--- config.mk ---
export PLATFORM = sky130hd
export DESIGN_NAME = axistream_snooper_keep
export DESIGN_NICKNAME = d
export VERILOG_FILES = /design/src/rtl/axistream_snooper_keep.sv
export SDC_FILE = /design/constraint.sdc
export NUM_CORES = 1
export LEC_CHECK = 0
export CORE_UTILIZATION = 46
export CTS_BUF_LIST = sky130_fd_sc_hd__clkbuf_2
export CTS_CLUSTER_DIAMETER = 40
export DETAILED_ROUTE_END_ITERATION = 8
export GPL_TIMING_DRIVEN = 1
export PLACE_DENSITY = 0.9
export SYNTH_ARGS = -nofsm -noshare
export SYNTH_HDL_FRONTEND = slang
export SYNTH_SLANG_ARGS = --single-unit
export TNS_END_PERCENT = 30
--- constraint.sdc ---
create_clock -name axi_aclk -period 4.55 [get_ports axi_aclk]
set_input_delay 1.365 -clock axi_aclk [delete_from_list [all_inputs] [get_ports axi_aclk]]
set_output_delay 1.365 -clock axi_aclk [all_outputs]
set_load 0.005 [all_outputs]
--- src/rtl/axistream_snooper_keep.sv ---
// axistream_snooper_keep: passive AXI Stream snooper. It copies each observed
// packet into packet memory and reports the packet's byte length (from TKEEP)
// and whether it was truncated.
//
// Ports:
//   axi_aclk, axi_aresetn      clock, asynchronous active-low reset
//   TDATA/TKEEP/TVALID/TREADY/TLAST   snooped stream (inputs only)
//   mem_ready                  packet memory has a free buffer
//   wr_addr/wr_data/wr_en      packet-memory write port (registered)
//   done                       one-cycle pulse when a buffer is complete
//   byte_len, trunc            packet byte count and overflow flag, valid with done
//   pkt_count, drop_count, trunc_count   32-bit saturating statistics
//                                        (only when SNOOP_STATS_EN is defined)
//
// Optional feature macro: SNOOP_STATS_EN
module axistream_snooper_keep #(
    parameter int unsigned DATA_WIDTH = 64,
    parameter int unsigned ADDR_WIDTH = 6,
    parameter int unsigned KEEP_WIDTH = DATA_WIDTH / 8,
    parameter int unsigned LEN_WIDTH  = ADDR_WIDTH + $clog2(KEEP_WIDTH) + 1
) (
    input  logic                  axi_aclk,
    input  logic                  axi_aresetn,
    input  logic [DATA_WIDTH-1:0] TDATA,
    input  logic [KEEP_WIDTH-1:0] TKEEP,
    input  logic                  TVALID,
    input  logic                  TREADY,
    input  logic                  TLAST,
    input  logic                  mem_ready,
    output logic [ADDR_WIDTH-1:0] wr_addr,
    output logic [DATA_WIDTH-1:0] wr_data,
    output logic                  wr_en,
    output logic                  done,
    output logic [LEN_WIDTH-1:0]  byte_len,
    output logic                  trunc
`ifdef SNOOP_STATS_EN
    ,
    output logic [31:0]           pkt_count,
    output logic [31:0]           drop_count,
    output logic [31:0]           trunc_count
`endif
);

    localparam int unsigned FULL_LEN = KEEP_WIDTH * (1 << ADDR_WIDTH);
    localparam logic [ADDR_WIDTH-1:0] ADDR_MAX = '1;

    typedef enum logic [1:0] {
        IDLE    = 2'd0,
        CAPTURE = 2'd1,
        DISCARD = 2'd2,
        DONE    = 2'd3
    } state_t;

    state_t                r_state, w_state_nxt, w_eff;
    logic                  w_beat;
    logic [ADDR_WIDTH-1:0] r_ptr, w_ptr_nxt;
    logic [LEN_WIDTH-1:0]  r_len_pend, w_len_pend_nxt;
    logic                  r_trunc_pend, w_trunc_pend_nxt;
    logic                  w_wr;
    logic [ADDR_WIDTH-1:0] w_wr_addr;

    logic [ADDR_WIDTH-1:0] r_wr_addr;
    logic [DATA_WIDTH-1:0] r_wr_data;
    logic                  r_wr_en;
    logic                  r_done;
    logic [LEN_WIDTH-1:0]  r_byte_len;
    logic                  r_trunc;

    // Number of valid bytes in a TKEEP vector.
    function automatic logic [LEN_WIDTH-1:0] popcount(input logic [KEEP_WIDTH-1:0] k);
        logic [LEN_WIDTH-1:0] c;
        c = '0;
        for (int i = 0; i < int'(KEEP_WIDTH); i++) begin
            c = c + LEN_WIDTH'(k[i]);
        end
        return c;
    endfunction

    assign w_beat = TVALID && TREADY;

    // The DONE cycle lasts one cycle; a beat arriving in it is handled by the
    // state that follows DONE, so decode from that "effective" state.
    always_comb begin
        w_eff = r_state;
        if (r_state == DONE) begin
            w_eff = r_trunc_pend ? DISCARD : IDLE;
        end
    end

    // Next-state and write-port decode.
    always_comb begin
        w_state_nxt      = w_eff;
        w_ptr_nxt        = r_ptr;
        w_len_pend_nxt   = r_len_pend;
        w_trunc_pend_nxt = r_trunc_pend;
        w_wr             = 1'b0;
        w_wr_addr        = '0;
        case (w_eff)
            IDLE: begin
                if (w_beat && mem_ready) begin
                    w_wr             = 1'b1;
                    w_wr_addr        = '0;
                    w_ptr_nxt        = ADDR_WIDTH'(1);
                    w_trunc_pend_nxt = 1'b0;
                    if (TLAST) begin
                        w_state_nxt    = DONE;
                        w_len_pend_nxt = popcount(TKEEP);
                    end else begin
                        w_state_nxt = CAPTURE;
                    end
                end else if (w_beat && !TLAST) begin
                    w_state_nxt = DISCARD;
                end
            end
            CAPTURE: begin
                if (w_beat) begin
                    w_wr      = 1'b1;
                    w_wr_addr = r_ptr;
                    if (TLAST) begin
                        w_state_nxt    = DONE;
                        w_len_pend_nxt = LEN_WIDTH'(r_ptr) * LEN_WIDTH'(KEEP_WIDTH)
                                         + popcount(TKEEP);
                    end else if (r_ptr == ADDR_MAX) begin
                        // Buffer full with packet still open: report and drop the rest.
                        w_state_nxt      = DONE;
                        w_len_pend_nxt   = LEN_WIDTH'(FULL_LEN);
                        w_trunc_pend_nxt = 1'b1;
                    end else begin
                        w_ptr_nxt = r_ptr + ADDR_WIDTH'(1);
                    end
                end
            end
            DISCARD: begin
                if (w_beat && TLAST) begin
                    w_state_nxt = IDLE;
                end
            end
            default: begin
                w_state_nxt = IDLE;
            end
        endcase
    end

    // State and registered outputs.
    always_ff @(posedge axi_aclk or negedge axi_aresetn) begin
        if (!axi_aresetn) begin
            r_state      <= IDLE;
            r_ptr        <= '0;
            r_len_pend   <= '0;
            r_trunc_pend <= 1'b0;
            r_wr_addr    <= '0;
            r_wr_data    <= '0;
            r_wr_en      <= 1'b0;
            r_done       <= 1'b0;
            r_byte_len   <= '0;
            r_trunc      <= 1'b0;
        end else begin
            r_state      <= w_state_nxt;
            r_ptr        <= w_ptr_nxt;
            r_len_pend   <= w_len_pend_nxt;
            r_trunc_pend <= w_trunc_pend_nxt;
            r_wr_en      <= w_wr;
            if (w_wr) begin
                r_wr_addr <= w_wr_addr;
                r_wr_data <= TDATA;
            end
            r_done     <= (r_state == DONE);
            r_byte_len <= (r_state == DONE) ? r_len_pend : '0;
            r_trunc    <= (r_state == DONE) && r_trunc_pend;
        end
    end

    assign wr_addr  = r_wr_addr;
    assign wr_data  = r_wr_data;
    assign wr_en    = r_wr_en;
    assign done     = r_done;
    assign byte_len = r_byte_len;
    assign trunc    = r_trunc;

`ifdef SNOOP_STATS_EN
    logic        r_drop;
    logic        w_drop_evt;
    logic [31:0] r_pkt_count, r_drop_count, r_trunc_count;

    // A packet is dropped when its final beat is seen without ever being written.
    assign w_drop_evt = w_beat && TLAST &&
                        (((w_eff == IDLE) && !mem_ready) || ((w_eff == DISCARD) && r_drop));

    always_ff @(posedge axi_aclk or negedge axi_aresetn) begin
        if (!axi_aresetn) begin
            r_drop        <= 1'b0;
            r_pkt_count   <= '0;
            r_drop_count  <= '0;
            r_trunc_count <= '0;
        end else begin
            if (w_beat && (w_eff == IDLE)) begin
                r_drop <= !mem_ready;
            end
            if ((r_state == DONE) && (r_pkt_count != '1)) begin
                r_pkt_count <= r_pkt_count + 32'd1;
            end
            if ((r_state == DONE) && r_trunc_pend && (r_trunc_count != '1)) begin
                r_trunc_count <= r_trunc_count + 32'd1;
            end
            if (w_drop_evt && (r_drop_count != '1)) begin
                r_drop_count <= r_drop_count + 32'd1;
            end
        end
    end

    assign pkt_count   = r_pkt_count;
    assign drop_count  = r_drop_count;
    assign trunc_count = r_trunc_count;
`endif

endmodule

==> impl_metrics.yaml, run 1 <==
cts:
  cts_resized: 0
  cts_buffers: 9
  cts-root-buf: "clkbuf_2"
  htree_levels: 3
  clkTransAtPathRegs_ns: 0.23
  cts.sinks: 102
  clock_latency_ns: 0.53
  hold_buffers: 0
  max-clock-path-buffers: 2
  postCtsSetupRepairBufs: 0
  cts_tree: "built"
yosys:
  synth_area_per_cell_um2: 14.96
  synth_cells: 306
  synth-async-reset-ratio_pct: 100.0
  ys_warn_count: 0
  synth_area_um2: 4578
  ys_seq_area_share_pct: 55.75
  yosysTopAreaCell: "dfrtp_1"
  synth-edff-count: 0
  yosys_most_used_dff: "dfrtp_1"
  ys_ff_latch: 102
  yosys-top-cells-area: "dfrtp_1, mux2_4, mux2_1"
  synthesis.nets: 394
  synth_cell_types: 45
  netlist.area_leader.share_pct: 55.75
critical_path:
  cp_max_fo: 2
  cp.arrival_ns: 4.79
  cp.required_ns: 4.97
  crit_type: "in -> reg"
  cp_num_buf_inv: 3
  end_kind: "register"
  r2r-start: "r_state[0]$_DFF_PN0_"
  slowest_stage: "fa_1"
  reg2regPathDepth: 6
  ff2ff_setup_slack_ns: 2.21
  crit_family: "adder cells"
  cpPeakStageDelay_ns: 0.55
  setup.worst_path.start_class: "input port"
  crit_path_cell_trace: "clkdlybuf4s50_1 -> inv_1 -> fa_1 -> fa_1 -> fa_1 -> inv_1 -> ha_1 -> a21oi_1 -> nor2b_1 -> ha_1 -> ha_1 -> nand3_1 -> xor2_1 -> nor2_1 -> mux2_4"
  r2r-end: "wr_data[40]$_DFFE_PN0P_"
global_route:
  grt_max_degree: 81
  grt.overflow.total: 0
  grt_usage_pct: 19.29
  grt_pass1_wl_um: 15130
  busiest_layer: "met2"
  met3_usage_pct: 5.176
  use_met2_pct: 33.94
  antenna_found_initial: 0
  grt_pass1_vias: 2970
  grt_util_met1_pct: 23.60
sta:
  slew-limit-headroom_pct: 36.78
  hold_violations: 0
  final_max_slew_viol_count: 0
  timing.fmax_ghz: 0.2287
  post-route-period-util_pct: 96.10
  min_period_ns: 4.372
  setup_viol: 0
  hold_ws_ns: 0.5267
  rsz0062_at_grt: "false"
  setup_tns_ns: 0
  fin_skew_ns: 0.03612
  worst_slew_pin_slew_ns: 0.9483
die:
  fp.dieW_um: 101.8
  die-area_um2: 10360
  row_count: 36
  initial_core_util_pct: 47.06
  core-area_um2: 9729
  io_pins: 161
  die_h_um: 101.8
finish:
  layout_commonest_cell: "clkdlybuf4s50_1"
  num_antenna_cells: 0
  layout.nets: 553
  n_fill_cell: 740
  layout_common_cells: "clkdlybuf4s50_1, dfrtp_1, mux2_4"
  drive_gt1_share_pct: 17.66
  layoutNonFillerInstCount: 603
  synthToLayoutAreaGrowth_pct: 38.10
  final_util_pct: 64.98
route:
  wire_per_inst_um: 16.22
  drt-initial-drc-count: 75
  routed_wirelength_um: 9782
  viasPerCell: 4.861
  ant_nets: 0
  drc: 0
  vias: 2931
  firstDrtPassIters: 4
min_path:
  hold_depth: 1
  min_to: "wr_data[37]$_DFFE_PN0P_"
  min-delay-start: "wr_data[37]$_DFFE_PN0P_"
  hp-class: "reg -> reg"
power_and_ir_drop:
  pwr-share-comb_pct: 43.4
  power_frac_seq_pct: 44.3
  intPower_mw: 2.396
  netSwitchingPower_uw: 954.7
  leakage_nw: 2.921
  vdd_drop_max_mv: 0.2532
  switching_share_pct: 28.49
  power_density_nw_per_um2: 530.0
  pwr-share-clk_pct: 12.3
  finalPower_mw: 3.351
placement:
  placed_cells: 587
  dp_hpwl_um: 7324
  port_buffers: 160
  gp_congestion: 0.7710
run:
  drv_cap: 0
outcome:
  status: "complete, no violations"
layout make-up:
| cell class | count | area, um2 | area share [%] |
|---|---|---|---|
| clock buffer | 10 | 50.05 | 0.7916 |
| tap | 133 | 166.4 | 2.632 |
| sequential | 102 | 2552 | 40.37 |
| clock inverter | 6 | 62.56 | 0.9895 |
| inverter | 17 | 65.06 | 1.029 |
| timing repair buffer | 164 | 1642 | 25.96 |
| multi-input combinational | 171 | 1784 | 28.22 |
cell usage after synthesis (all sizes together), types with 2 or more instances:
library cell and number:
a21oi 6, ha 6, xor2 3, fa 4, nand2 10, dfrtp 102
mux2 72, clkbuf 2, and3 13, inv 17, and2 3, a31oi 2
nor2b 4, nor2 9, o211ai 2, nand3 4, buf 14, nor3 2
mux2i 3, o21ai 4, a22o 7, a21o 2
cell families after synthesis:
logic type	after synthesis	share of synthesized area (%)
mux	75	22.96
fa+ha+maj	10	3.389
xor+xnor	4	0.7654
buf+inv	33	5.275
simple gates	51	6.641
flops	102	55.75
compound gates	31	5.220
flip-flops by register name, indices dropped and copies added (netlist names), 2 cells and up:
name / cells
wr_data: 64
byte_len: 10
r_len_pend: 10
r_ptr: 6
wr_addr: 6
r_state: 2
worst max path at each step:
stage	from	depth (start not counted)	to
3_5_place_dp	TKEEP[0]	15	r_len_pend[7]$_DFFE_PN0P_
3_3_place_gp	TKEEP[0]	15	r_len_pend[7]$_DFFE_PN0P_
4_1_cts	TKEEP[0]	15	r_len_pend[7]$_DFFE_PN0P_
6_report	TKEEP[0]	15	r_len_pend[7]$_DFFE_PN0P_
5_1_grt	TKEEP[0]	15	r_len_pend[7]$_DFFE_PN0P_
2_1_floorplan	TKEEP[0]	14	r_len_pend[7]$_DFFE_PN0P_
worst reg2reg max path, stage by stage, from the launching register on:
cell	delay (ns)
dfrtp_1	0.71
nand2_1	0.14
o21ai_2	0.24
nand2_4	0.12
clkinv_2	0.32
buf_12	0.34
mux2_1	0.39
metal layers:
layer / wire length, um / part of all wire (%)
met1: 4002 / 41
met4: 67 / 0.68
met2: 5035 / 51
met3: 676 / 6.9
met5: 0 / 0
power groups by stage:
stage	sequential, mW	combinational, mW	clock (mW)
after floorplan	1.47	0.687	0
after global placement	1.47	1.42	0
after detailed placement	1.51	1.46	0
after CTS	1.49	1.47	0.427
after global routing	1.53	1.56	0.467
final	1.48	1.45	0.411
metrics by stage:
| stage | area (um2) | setup slack, ns |
|---|---|---|
| after CTS | 6322 | 0.2195 |
| final | 6322 | 0.1777 |
| after global routing | 6322 | 0.07840 |
| after floorplan | 4578 | 0.2467 |
| after global placement | 6210 | -0.2836 |
| after detailed placement | 6210 | -0.3877 |
No activity file was read; power rests on OpenSTA's default activity.
==> run 2, diff against run 1 <==
Settings changed: PLACE_DENSITY 0.9 to 0.93.
==> impl_metrics.yaml, run 2 (same netlist as run 1, synthesis figures left out) <==
finish:
  num_antenna_cells: 0
  n_fill_cell: 721
  largest_reg_flops: 64
  final_util_pct: 65.60
  drive_gt1_share_pct: 18.05
  layout_common_cells: "clkdlybuf4s50_1, dfrtp_1, mux2_4"
  layout.nets: 554
  layoutNonFillerInstCount: 604
  synthToLayoutAreaGrowth_pct: 39.41
  layout_commonest_cell: "clkdlybuf4s50_1"
route:
  routed_wirelength_um: 9840
  viasPerCell: 4.974
  drc: 0
  wire_per_inst_um: 16.29
  dr_wl_met2_um: 5198
  drt-met1-wl_um: 3946
  drt-initial-drc-count: 59
  topRoutingLayerUsed: "met4"
  firstDrtPassIters: 4
  wl_met3_um: 565
  vias: 3004
  ant_nets: 0
global_route:
  grt_max_degree: 71
  grt_usage_pct: 19.73
  antenna_found_initial: 0
  grt.overflow.total: 0
  grt_pass1_vias: 3053
  grt_pass1_wl_um: 15390
die:
  row_count: 36
  initial_core_util_pct: 47.06
  io_pins: 161
  die-area_um2: 10360
  core-area_um2: 9729
  fp.dieW_um: 101.8
  die_h_um: 101.8
critical_path:
  cp.required_ns: 5.03
  end_kind: "register"
  cp_max_fo: 2
  cp.arrival_ns: 4.83
  setup.worst_path.start_class: "input port"
  crit_type: "in -> reg"
power_and_ir_drop:
  leakage_nw: 2.953
  vdd_drop_max_mv: 0.2266
  power_density_nw_per_um2: 544.0
placement:
  gp_congestion: 0.8351
  placed_cells: 588
  dp_hpwl_um: 7449
  port_buffers: 160
cts:
  clkTransAtPathRegs_ns: 0.27
  cts_buffers: 9
  cts-root-buf: "clkbuf_2"
  cts_tree: "built"
  postCtsSetupRepairBufs: 0
  htree_levels: 3
  hold_buffers: 0
  clock_latency_ns: 0.55
  max-clock-path-buffers: 2
  cts.sinks: 102
  cts_resized: 0
sta:
  post-route-period-util_pct: 95.43
  final_max_slew_viol_count: 0
  fin_skew_ns: 0.02601
  hold_ws_ns: 0.5205
  setup_tns_ns: 0
  slew-limit-headroom_pct: 40.01
  rsz0062_at_grt: "false"
  hold_violations: 0
  min_period_ns: 4.342
  timing.fmax_ghz: 0.2303
  setup_viol: 0
  worst_slew_pin_slew_ns: 0.8999
run:
  drv_cap: 0
outcome:
  status: "complete, no violations"
min_path:
  hp-class: "reg -> reg"
-- run 2: power by group --
group | switching, mW | internal, mW
registers | 0.240 | 1.25
logic | 0.424 | 1.02
clock network | 0.297 | 0.240
total | 0.961 | 2.51
-- run 2: area by class of cell --
| type | instances | area (um2) | share of cell area, % |
|---|---|---|---|
| sequential | 102 | 2552 | 39.99 |
| multi-input combinational | 171 | 1784 | 27.96 |
| timing repair buffer | 165 | 1649 | 25.84 |
| tap | 133 | 166.4 | 2.607 |
| clock inverter | 7 | 120.1 | 1.882 |
| inverter | 17 | 65.06 | 1.019 |
| clock buffer | 9 | 45.04 | 0.7057 |
-- run 2: final timing paths --
kind	cells after the start	endpoint	slack (ns)	startpoint
max	15	r_len_pend[7]$_DFFE_PN0P_	0.21	TKEEP[0]
min reg2reg	1	wr_data[47]$_DFFE_PN0P_	0.52	wr_data[47]$_DFFE_PN0P_
min	1	wr_data[47]$_DFFE_PN0P_	0.52	wr_data[47]$_DFFE_PN0P_
max in group asynchronous	2	byte_len[5]$_DFF_PN0_	2.89	axi_aresetn
min in group asynchronous	1	wr_data[15]$_DFFE_PN0P_	0.89	axi_aresetn
max reg2reg	5	r_len_pend[4]$_DFFE_PN0P_	2.27	r_ptr[1]$_DFFE_PN0P_
-- run 2: stage by stage --
stage / worst slack, ns / cell area [um2] / power, mW
floorplan: 0.2467 / 4578 / 2.152
global placement: -0.2780 / 6217 / 2.899
detailed placement: -0.4230 / 6217 / 2.968
CTS: 0.2490 / 6382 / 3.511
global route: 0.1049 / 6382 / 3.680
finish: 0.2078 / 6382 / 3.472
-- run 2: critical path, cell delays in order --
cell and delay, ns:
clkdlybuf4s50_1 0.46, inv_1 0.06, fa_1 0.54, fa_1 0.43, fa_1 0.50, inv_1 0.04
ha_1 0.18, a21oi_1 0.14, nor2b_1 0.07, ha_1 0.20, ha_1 0.21, nand3_1 0.12
xor2_1 0.15, nor2_1 0.07, mux2_4 0.27
-- run 2: metal layers --
layer  vias to the layer above  track usage [%]
li1                       1383                -
met3                        13            3.451
met5                         -                0
met1                      1504            23.63
met2                       104            35.03
met4                         0            8.138
